[src/rtl/alu_seq_pkg.sv]
// Shared types for alu_seq: op codes, FSM states and flag bit positions.
// ALU_SEQ_MUL_EN (defined) enables the shift-add multiplier in alu_seq.
package alu_seq_pkg;

    typedef enum logic [3:0] {
        ALU_ADD  = 4'd0,
        ALU_ADC  = 4'd1,
        ALU_SUB  = 4'd2,
        ALU_SBC  = 4'd3,
        ALU_NAND = 4'd4,
        ALU_PASS = 4'd5,
        ALU_SHL  = 4'd6,
        ALU_SHR  = 4'd7,
        ALU_MUL  = 4'd8
    } alu_op_e;

    typedef enum logic [1:0] {
        IDLE = 2'd0,
        BUSY = 2'd1,
        DONE = 2'd2
    } state_e;

    localparam int FLG_CARRY = 0;
    localparam int FLG_LT    = 1;
    localparam int FLG_Z     = 2;
    localparam int FLG_N     = 3;

endpackage

[src/rtl/alu_seq_comb.sv]
// Combinational add/sub/nand/pass unit; arithmetic is done at WIDTH+1 bits.
// Ops without a carry-out of their own pass i_cin through unchanged.
module alu_seq_comb
    import alu_seq_pkg::*;
#(
    parameter int WIDTH = 8
) (
    input  logic [3:0]       i_op,
    input  logic [WIDTH-1:0] i_a,
    input  logic [WIDTH-1:0] i_b,
    input  logic             i_cin,
    output logic [WIDTH-1:0] o_res,
    output logic             o_cout
);

    logic [WIDTH:0] w_ae;
    logic [WIDTH:0] w_be;
    logic [WIDTH:0] w_bn;
    logic [WIDTH:0] w_ci;
    logic [WIDTH:0] w_sum;
    logic           w_arith;

    assign w_ae = {1'b0, i_a};
    assign w_be = {1'b0, i_b};
    assign w_bn = {1'b0, ~i_b};
    assign w_ci = {{WIDTH{1'b0}}, i_cin};

    always_comb begin
        w_sum   = '0;
        w_arith = 1'b0;
        o_res   = i_a;
        o_cout  = i_cin;
        case (i_op)
            ALU_ADD:  begin w_sum = w_ae + w_be;                    w_arith = 1'b1; end
            ALU_ADC:  begin w_sum = w_ae + w_be + w_ci;             w_arith = 1'b1; end
            ALU_SUB:  begin w_sum = w_ae + w_bn + (WIDTH+1)'(1);    w_arith = 1'b1; end
            ALU_SBC:  begin w_sum = w_ae + w_bn + w_ci;             w_arith = 1'b1; end
            ALU_NAND: o_res = ~(i_a & i_b);
            default:  ;
        endcase
        if (w_arith) begin
            o_res  = w_sum[WIDTH-1:0];
            o_cout = w_sum[WIDTH];
        end
    end

endmodule

[src/rtl/alu_seq.sv]
// Multi-cycle ALU: 1 cycle for most ops, shamt cycles for shifts, WIDTH cycles for MUL (ALU_SEQ_MUL_EN).
// Result is held in DONE until out_ready; requests are only taken in IDLE.
module alu_seq
    import alu_seq_pkg::*;
#(
    parameter int WIDTH   = 8,
    parameter int SHAMT_W = $clog2(WIDTH)
) (
    input  logic               clk,
    input  logic               rst_n,
    input  logic               in_valid,
    output logic               in_ready,
    input  logic [3:0]         op,
    input  logic [WIDTH-1:0]   a,
    input  logic [WIDTH-1:0]   b,
    input  logic [SHAMT_W-1:0] shamt,
    output logic               out_valid,
    input  logic               out_ready,
    output logic [WIDTH-1:0]   result,
    output logic               fl_carry,
    output logic               fl_lt,
    output logic               fl_z
);

    state_e             r_state;
    logic               r_in_ready;
    logic               r_out_valid;
    logic [WIDTH-1:0]   r_result;
    logic [FLG_N-1:0]   r_flags;
    logic [SHAMT_W-1:0] r_cnt;
    logic [WIDTH-1:0]   r_sh;
    logic               r_sh_left;

    logic [WIDTH-1:0]   w_comb_res;
    logic               w_comb_cout;
    logic               w_is_shift;
    logic               w_left;
    logic               w_is_mul;
    logic [WIDTH-1:0]   w_a_sh1;
    logic               w_a_out1;
    logic               w_acc_busy;
    logic [WIDTH-1:0]   w_acc_res;
    logic               w_acc_c;
    logic [WIDTH-1:0]   w_sh_nxt;
    logic               w_sh_out;
    logic [WIDTH-1:0]   w_busy_res;
    logic               w_busy_c;

`ifdef ALU_SEQ_MUL_EN
    logic               r_is_mul;
    logic [2*WIDTH-1:0] r_prod;
    logic [WIDTH-1:0]   r_mcand;
    logic [2*WIDTH-1:0] w_prod_nxt;

    // One partial product: add multiplicand into the upper half when the
    // current multiplier bit (LSB) is set, then shift the whole product right.
    function automatic logic [2*WIDTH-1:0] mul_step(input logic [2*WIDTH-1:0] p,
                                                    input logic [WIDTH-1:0]   m);
        logic [WIDTH:0] s;
        s = {1'b0, p[2*WIDTH-1:WIDTH]} + (p[0] ? {1'b0, m} : '0);
        mul_step = {s, p[WIDTH-1:1]};
    endfunction
`endif

    function automatic logic [FLG_N-1:0] mk_flags(input logic [WIDTH-1:0] res, input logic c);
        mk_flags            = '0;
        mk_flags[FLG_CARRY] = c;
        mk_flags[FLG_LT]    = res[WIDTH-1];
        mk_flags[FLG_Z]     = (res == '0);
    endfunction

    alu_seq_comb #(.WIDTH(WIDTH)) u_comb (
        .i_op   (op),
        .i_a    (a),
        .i_b    (b),
        .i_cin  (r_flags[FLG_CARRY]),
        .o_res  (w_comb_res),
        .o_cout (w_comb_cout)
    );

    // Accept-cycle decode; the first shift step happens on the accept edge.
    always_comb begin
        w_is_shift = (op == ALU_SHL) || (op == ALU_SHR);
        w_left     = (op == ALU_SHL);
        w_a_sh1    = w_left ? {a[WIDTH-2:0], 1'b0} : {1'b0, a[WIDTH-1:1]};
        w_a_out1   = w_left ? a[WIDTH-1] : a[0];
`ifdef ALU_SEQ_MUL_EN
        w_is_mul   = (op == ALU_MUL);
`else
        w_is_mul   = 1'b0;
`endif
        w_acc_busy = (w_is_shift && (shamt > SHAMT_W'(1))) || w_is_mul;
        w_acc_res  = w_comb_res;
        w_acc_c    = w_comb_cout;
        if (w_is_shift) begin
            if (shamt == '0) begin
                w_acc_res = a;
                w_acc_c   = r_flags[FLG_CARRY];
            end else begin
                w_acc_res = w_a_sh1;
                w_acc_c   = w_a_out1;
            end
        end
    end

    always_comb begin
        w_sh_nxt   = r_sh_left ? {r_sh[WIDTH-2:0], 1'b0} : {1'b0, r_sh[WIDTH-1:1]};
        w_sh_out   = r_sh_left ? r_sh[WIDTH-1] : r_sh[0];
        w_busy_res = w_sh_nxt;
        w_busy_c   = w_sh_out;
`ifdef ALU_SEQ_MUL_EN
        w_prod_nxt = mul_step(r_prod, r_mcand);
        if (r_is_mul) begin
            w_busy_res = w_prod_nxt[WIDTH-1:0];
            w_busy_c   = |w_prod_nxt[2*WIDTH-1:WIDTH];
        end
`endif
    end

    always_ff @(posedge clk or negedge rst_n) begin
        if (!rst_n) begin
            r_state     <= IDLE;
            r_in_ready  <= 1'b1;
            r_out_valid <= 1'b0;
            r_result    <= '0;
            r_flags     <= '0;
            r_cnt       <= '0;
            r_sh        <= '0;
            r_sh_left   <= 1'b0;
`ifdef ALU_SEQ_MUL_EN
            r_is_mul    <= 1'b0;
            r_prod      <= '0;
            r_mcand     <= '0;
`endif
        end else begin
            case (r_state)
                IDLE: begin
                    if (in_valid && r_in_ready) begin
                        r_in_ready <= 1'b0;
                        if (w_acc_busy) begin
                            r_state   <= BUSY;
                            r_sh      <= w_a_sh1;
                            r_sh_left <= w_left;
                            r_cnt     <= w_is_mul ? SHAMT_W'(WIDTH-1) : shamt - SHAMT_W'(1);
`ifdef ALU_SEQ_MUL_EN
                            r_is_mul  <= w_is_mul;
                            r_prod    <= mul_step({{WIDTH{1'b0}}, b}, a);
                            r_mcand   <= a;
`endif
                        end else begin
                            r_state     <= DONE;
                            r_out_valid <= 1'b1;
                            r_result    <= w_acc_res;
                            r_flags     <= mk_flags(w_acc_res, w_acc_c);
                        end
                    end
                end
                BUSY: begin
                    r_sh  <= w_sh_nxt;
                    r_cnt <= r_cnt - SHAMT_W'(1);
`ifdef ALU_SEQ_MUL_EN
                    r_prod <= w_prod_nxt;
`endif
                    if (r_cnt == SHAMT_W'(1)) begin
                        r_state     <= DONE;
                        r_out_valid <= 1'b1;
                        r_result    <= w_busy_res;
                        r_flags     <= mk_flags(w_busy_res, w_busy_c);
                    end
                end
                DONE: begin
                    if (out_ready) begin
                        r_state     <= IDLE;
                        r_out_valid <= 1'b0;
                        r_in_ready  <= 1'b1;
                    end
                end
                default: begin
                    r_state     <= IDLE;
                    r_out_valid <= 1'b0;
                    r_in_ready  <= 1'b1;
                end
            endcase
        end
    end

    assign in_ready  = r_in_ready;
    assign out_valid = r_out_valid;
    assign result    = r_result;
    assign fl_carry  = r_flags[FLG_CARRY];
    assign fl_lt     = r_flags[FLG_LT];
    assign fl_z      = r_flags[FLG_Z];

endmodule

[config.mk]
export PLATFORM = sky130hd
export DESIGN_NAME = alu_seq
export DESIGN_NICKNAME = d
export VERILOG_FILES = /design/src/rtl/alu_seq_pkg.sv /design/src/rtl/alu_seq_comb.sv /design/src/rtl/alu_seq.sv
export SDC_FILE = /design/constraint.sdc
export NUM_CORES = 1
export LEC_CHECK = 0
export ABC_AREA = 1
export CORE_ASPECT_RATIO = 1.2
export CORE_MARGIN = 2
export CORE_UTILIZATION = 35
export DETAILED_ROUTE_END_ITERATION = 8
export GPL_ROUTABILITY_DRIVEN = 0
export PLACE_DENSITY = 0.51
export RECOVER_POWER = 50
export SLEW_MARGIN = 0
export SYNTH_ARGS = -nofsm -noshare
export SYNTH_HDL_FRONTEND = slang
export SYNTH_HIERARCHICAL = 1
export SYNTH_SLANG_ARGS = --single-unit
[constraint.sdc]
create_clock -name clk -period 3.1 [get_ports clk]
set_clock_uncertainty 0.15 [all_clocks]
set_input_delay 0.31 -clock clk [delete_from_list [all_inputs] [get_ports clk]]
set_output_delay 0.31 -clock clk [all_outputs]
set_load 0.01 [all_outputs]
==> results_dict.tcl, run 1 <==
set metrics [dict create \
    drt-pass1-iter-count 4 \
    cts_tree "built" \
    layout_min_cycle_time_ns 2.91 \
    area_growth_pct 34.0 \
    yosysTopAreaCell "dfrtp_1" \
    synthMuxAreaShare 0 \
    leakagePower_nw 2.25 \
    min_path_type "reg -> reg" \
    endpoint_kind "flip-flop" \
    pwr-share-clk 0.130 \
    htree_num_levels 1 \
    comb_power_share 0.592 \
    synth_cell_types 43 \
    io_pins 40 \
    routed_via_density 5.07 \
    ys_ff_latch 26 \
    finalSetupTns_ns 0 \
    crit_fanout 4 \
    core_region_area_sq_um 9520 \
    cts.sinks 26 \
    antenna_found_initial 0 \
    synth_fa_ha_area_frac 0.103 \
    seqPwrFrac 0.278 \
    setup_viol 0 \
    placedInstanceArea_sq_um 4300 \
    p_int_mw 1.24 \
    place_hpwl_um 8430 \
    numPlacedInstances 753 \
    slew_headroom 0.0580 \
    ant_nets 0 \
    n_fill_cell 1035 \
    netlist_instances 551 \
    report.final.slew_viol_count 0 \
    critPathKind "in -> reg" \
    initial_core_util 0.359 \
    numCtsBuffers 3 \
    place_ws_ns -0.440 \
    grt_max_degree 27 \
    max_cap_viol_count 0 \
    synth_compound_area_frac 0.181 \
    die_area_sq_um 10600 \
    power_density_nw_per_um2 479 \
    synth_edf_count 0 \
    synthSimpleGateAreaFrac 0.408 \
    n_antenna_cell 0 \
    worstPathArrival_ns 2.95 \
    row_count 39 \
    finalWorstSetupSlack_ns 0.189 \
    synth_top_area_frac 0.183 \
    wl_per_cell_um 13.4 \
    synth.area.top_cells "dfrtp_1 (18%), nand2_1 (17%), ha_1 (9.2%)" \
    netlist_area_sq_um 3410 \
    port_buffers 39 \
    grt_pass1_wl_um 17100 \
    swShare 0.433 \
    cp.required_ns 3.14 \
    design_area_sq_um 4580 \
    max_clock_freq_mhz 343 \
    globalRoute.totalOverflow 0 \
    ys.flop_type "dfrtp_1" \
    critPathLaunchType "primary input" \
    drt_iter0_drc 137 \
    postSynthNetCount 605 \
    clk_latency_ns 0.25 \
    tightestPinTransition_ns 1.41 \
    die_w_um 94.2 \
    p_total_mw 2.19 \
    num_vias 3864 \
    drive_above_1_share 0.208 \
    hold_viol 0 \
    synth-seq-area-share 0.191 \
    grt_util_all_layers 0.196 \
    status "finished clean" \
    yosys_warnings 6 \
    synth_top_family_by_area "simple AND/OR/NAND/NOR gates" \
    drc 0 \
    grt_pass1_vias 3648 \
    async_reset_ff_frac 1.00 \
    fin_cells 762 \
    ir_drop_mv 0.184 \
    clockBufferDepth 2 \
    die_y_um 112 \
    p_switching_mw 0.948 \
    syn_area_per_cell_sq_um 6.20 \
    synthXorXnorAreaFrac 0.00770 \
    drt-total-wl_um 10200 \
    path_clk_slew_ns 0.06 \
    clockRootBuffer "clkbuf_16" \
    post-route-period-util 0.939 \
    final_nets 694 \
]
[area by class of cell]
| cell class | instances | area, sq um | area share |
|---|---|---|---|
| Clock buffer | 4 | 78.8 | 0.0172 |
| Multi-Input combinational cell | 435 | 2540 | 0.555 |
| Timing Repair Buffer | 101 | 878 | 0.192 |
| Sequential cell | 26 | 652 | 0.142 |
| Inverter | 73 | 274 | 0.0599 |
| Tap cell | 123 | 154 | 0.0336 |
[state kept, by name, summed over array words and instances (netlist names)]
signal     cells
out_valid      1
r_sh           8
in_ready       1
r_sh_left      1
r_flags        3
r_state        2
result         7
r_cnt          3
[kinds of logic (layout without fill, tap and decap cells)]
logic type | after synthesis | in the layout
compound gates | 102 | 102
xor+xnor | 3 | 3
fa+ha+maj | 27 | 27
buf+inv | 90 | 178
flops | 26 | 26
simple gates | 303 | 303
[layout by cell type, fill, tap and decap left out, drive strengths merged, types with 4 or more instances in the layout]
| master | instances |
|---|---|
| nand2 | 162 |
| inv | 73 |
| buf | 61 |
| nand3 | 60 |
| nor2 | 57 |
| o21ai | 42 |
| clkdlybuf4s50 | 29 |
| a21oi | 28 |
| dfrtp | 25 |
| ha | 25 |
| nand4 | 9 |
| a31oi | 7 |
| dlygate4sd3 | 6 |
| nor3 | 6 |
| o211ai | 5 |
| o2111ai | 5 |
| clkbuf | 5 |
| o21a | 4 |
| nand3b | 4 |
| o21bai | 4 |
| a21boi | 4 |
[worst max-delay path: stages]
cell           delay [ns]
dlygate4sd2_1        0.25
buf_6                0.13
ha_2                 0.19
fa_2                 0.54
nand2_2              0.06
o21ai_2              0.07
ha_2                 0.18
inv_1                0.06
nor2_4               0.10
nand3_2              0.10
nor2_2               0.11
nand2_1              0.07
nand3_2              0.08
o2111ai_2            0.10
nand2_1              0.08
a21boi_2             0.17
nand2_1              0.06
nor2_1               0.10
nand2_1              0.07
a21oi_2              0.11
[stage by stage]
step           hold WS (ns)   util
4_1_cts               0.280  0.469
3_5_place_dp          0.317  0.452
3_3_place_gp          0.312  0.452
2_1_floorplan        -0.136      -
6_report              0.330  0.481
5_1_grt               0.345  0.481
[synth_stat cells, types with 2 or more instances]
cell	instances
o21bai_1	3
a31oi_1	7
o2111ai_1	5
o21ai_0	25
dfrtp_1	25
nor2_1	49
a21boi_1	4
xor2_1	2
nand2_4	4
nand4_1	9
a21oi_2	7
nand2_1	153
nor2_8	2
nand3_1	57
buf_6	2
buf_2	8
nand3b_1	4
inv_2	8
clkbuf_1	4
nor3_1	6
nand3_2	2
inv_1	65
nor2_2	4
a21oi_1	21
o211ai_1	5
o21ai_1	16
nand2_2	5
o22ai_1	2
nor2_4	2
or2_1	3
buf_4	2
fa_1	2
o21a_1	4
ha_1	25
[metal layers]
metal / vias up / track usage / part of all wire
li1: 1998 / - / -
met1: 1789 / 0.246 / 0.44
met2: 65 / 0.362 / 0.53
met3: 12 / 0.00738 / 0.019
met4: 0 / 0.0512 / 0.012
met5: - / 0 / 0
[power groups by stage]
stage	Sequential [mW]	Clock [mW]	Combinational, mW
after floorplan	0.620	0	0.776
after global placement	0.612	0	1.25
after detailed placement	0.616	0	1.26
after CTS	0.611	0.295	1.28
after global routing	0.629	0.315	1.46
final	0.608	0.285	1.30
[worst paths after layout]
path                       depth (start not counted)                    from                endpoint  slack [ns]
setup / recovery                                  20                    a[0]  r_flags[2]$_DFFE_PN0P_        0.19
hold / removal                                     2   result[2]$_DFFE_PN0P_   result[2]$_DFFE_PN0P_        0.33
hold reg to reg                                    2   result[2]$_DFFE_PN0P_   result[2]$_DFFE_PN0P_        0.33
setup reg to reg                                  15  r_flags[0]$_DFFE_PN0P_  r_flags[2]$_DFFE_PN0P_        0.82
min in group asynchronous                          2                   rst_n    r_cnt[2]$_DFFE_PN0P_        0.75
max in group asynchronous                          2                   rst_n   result[2]$_DFFE_PN0P_        1.21
[what timing repair did]
action                     4_1_cts  5_1_grt
gates resized for setup         20       23
buffers inserted                 2        3
hold endpoints to repair         0        0
hold buffers                     0        0
pin swaps                        9       12
setup endpoints to repair        4        8
Power figures use the tool's default switching activity.
==> run 2, diff against run 1 <==
- RECOVER_POWER: 50 -> not set
==> run 2 against run 1 <==
  * Power grew 0.61%
  * Utilization is essentially flat
  * Register-to-register slack is essentially flat
  * Clock power is essentially flat
  * Critical path type unchanged
==> results_dict.tcl, run 2 (synthesis results as in run 1) <==
set metrics [dict create \
    final_nets 694 \
    p_total_mw 2.20 \
    power_density_nw_per_um2 481 \
    critPathKind "in -> reg" \
    row_count 39 \
    htree_num_levels 1 \
    post-route-period-util 0.939 \
    routed_via_density 5.07 \
    final_common_cell "nand2_1" \
    timing.rr.start "r_flags[0]$_DFFE_PN0P_" \
    drt-pass1-iter-count 4 \
    path_clk_slew_ns 0.06 \
    setup_viol 0 \
    die_y_um 112 \
    path_depth 20 \
    ir_drop_mv 0.183 \
    critPathBufInv 3 \
    cpPeakStageDelay_ns 0.54 \
    numPlacedInstances 753 \
    max_clock_freq_mhz 343 \
    tightestPinTransition_ns 0.935 \
    clockBufferDepth 2 \
    clockRootBuffer "clkbuf_16" \
    drt_iter0_drc 137 \
    final_cell_mix "nand2_1 (146), inv_1 (64), buf_4 (59)" \
    ant_nets 0 \
    cts_tree "built" \
    reg2regPathDepth 15 \
    place_hpwl_um 8430 \
    die_area_sq_um 10600 \
    wl_per_cell_um 13.4 \
    cpMostUsedCell "nand2_1" \
    io_pins 40 \
    endpoint_kind "flip-flop" \
    cpMaxStageDelayCell "fa_2" \
    postCtsHoldBufs 0 \
    report.final.slew_viol_count 0 \
    hold_viol 0 \
    grt_util_all_layers 0.196 \
    leakagePower_nw 2.24 \
    largest_register "r_sh" \
    max_cap_viol_count 0 \
    num_vias 3864 \
    drt-total-wl_um 10200 \
    min_path_type "in -> async" \
    worstPathCellList "dlygate4sd2_1, buf_6, ha_2, fa_2, nand2_2, o21ai_2, ha_2, inv_1, nor2_4, nand3_2, nor2_2, nand2_1, nand3_2, o2111ai_2, nand2_1, a21boi_2, nand2_1, nor2_1, nand2_1, a21oi_2" \
    fin_cells 762 \
    reg2reg_setup_slack_ns 0.82 \
    r2r_end "r_flags[2]$_DFFE_PN0P_" \
    die_w_um 94.2 \
    numCtsBuffers 3 \
    n_antenna_cell 0 \
    area_growth_pct 34.1 \
    worstPathArrival_ns 2.95 \
    crit_fanout 4 \
    status "finished clean" \
    globalRoute.totalOverflow 0 \
    crit_family "adder cells" \
    initial_core_util 0.359 \
    largest_register_ffs 8 \
    cts.sinks 26 \
    finalSetupTns_ns 0 \
    grt_pass1_vias 3648 \
    grt_max_degree 27 \
    critPathLaunchType "primary input" \
    layout_min_cycle_time_ns 2.91 \
    whs_ns 0.268 \
    n_fill_cell 1035 \
    drive_above_1_share 0.210 \
    slew_headroom 0.372 \
    grt_pass1_wl_um 17100 \
    port_buffers 39 \
    clk_latency_ns 0.25 \
    cp.required_ns 3.14 \
    drc 0 \
    core_region_area_sq_um 9520 \
    antenna_found_initial 0 \
]
==> run 2: power by group <==
part / switching (mW) / internal, mW / leakage, nW / total, mW
combinational: 0.733 / 0.575 / 1.89 / 1.31
sequential: 0.107 / 0.503 / 0.317 / 0.610
clock: 0.109 / 0.176 / 0.0382 / 0.285
==> run 2: timing repair <==
| action | CTS | global route |
|---|---|---|
| setup buffers | 2 | 3 |
| setup endpoints to repair | 4 | 8 |
| endpoints found under the hold margin | 0 | 0 |
| pin swaps | 9 | 12 |
| gates resized for setup | 20 | 23 |
==> run 2: metrics by stage <==
stage	worst slack (ns)	instance area (sq um)	util
after floorplan	0.310	3410	-
after global placement	-0.355	4300	0.452
after detailed placement	-0.440	4300	0.452
after CTS	-0.0171	4470	0.469
after global routing	-0.00125	4580	0.481
final	0.189	4580	0.481
==> run 2: worst register-to-register path, stage by stage (launching register included) <==
cell       delay [ns]
dfrtp_1          0.44
ha_1             0.23
ha_2             0.17
inv_1            0.06
nor2_4           0.10
nand3_2          0.10
nor2_2           0.11
nand2_1          0.07
nand3_2          0.08
o2111ai_2        0.10
nand2_1          0.08
a21boi_2         0.17
nand2_1          0.06
nor2_1           0.10
nand2_1          0.07
a21oi_2          0.11
==> run 2: final cells by class <==
class                      count  area [sq um]  share of cell area
clock buffer                   4          78.8              0.0172
inverter                      73           274              0.0598
multi-input combinational    435          2540               0.554
sequential                    26           652               0.142
tap                          123           154              0.0336
timing repair buffer         101           882               0.193
==> run 2: worst max-delay path by stage <==
| stage | from | endpoint |
|---|---|---|
| 2_1_floorplan | b[0] | r_flags[2]$_DFFE_PN0P_ |
| 3_3_place_gp | a[0] | r_flags[2]$_DFFE_PN0P_ |
| 3_5_place_dp | a[0] | r_flags[2]$_DFFE_PN0P_ |
| 4_1_cts | b[0] | r_flags[2]$_DFFE_PN0P_ |
| 5_1_grt | a[0] | r_flags[2]$_DFFE_PN0P_ |
| 6_report | a[0] | r_flags[2]$_DFFE_PN0P_ |
==> run 2: per-layer routing <==
metal,part of all wire,GRT usage,routed length [um]
met1,0.44,0.246,4490
met2,0.53,0.362,5420
met3,0.020,0.00738,202
met4,0.012,0.0512,121
met5,0,0,0
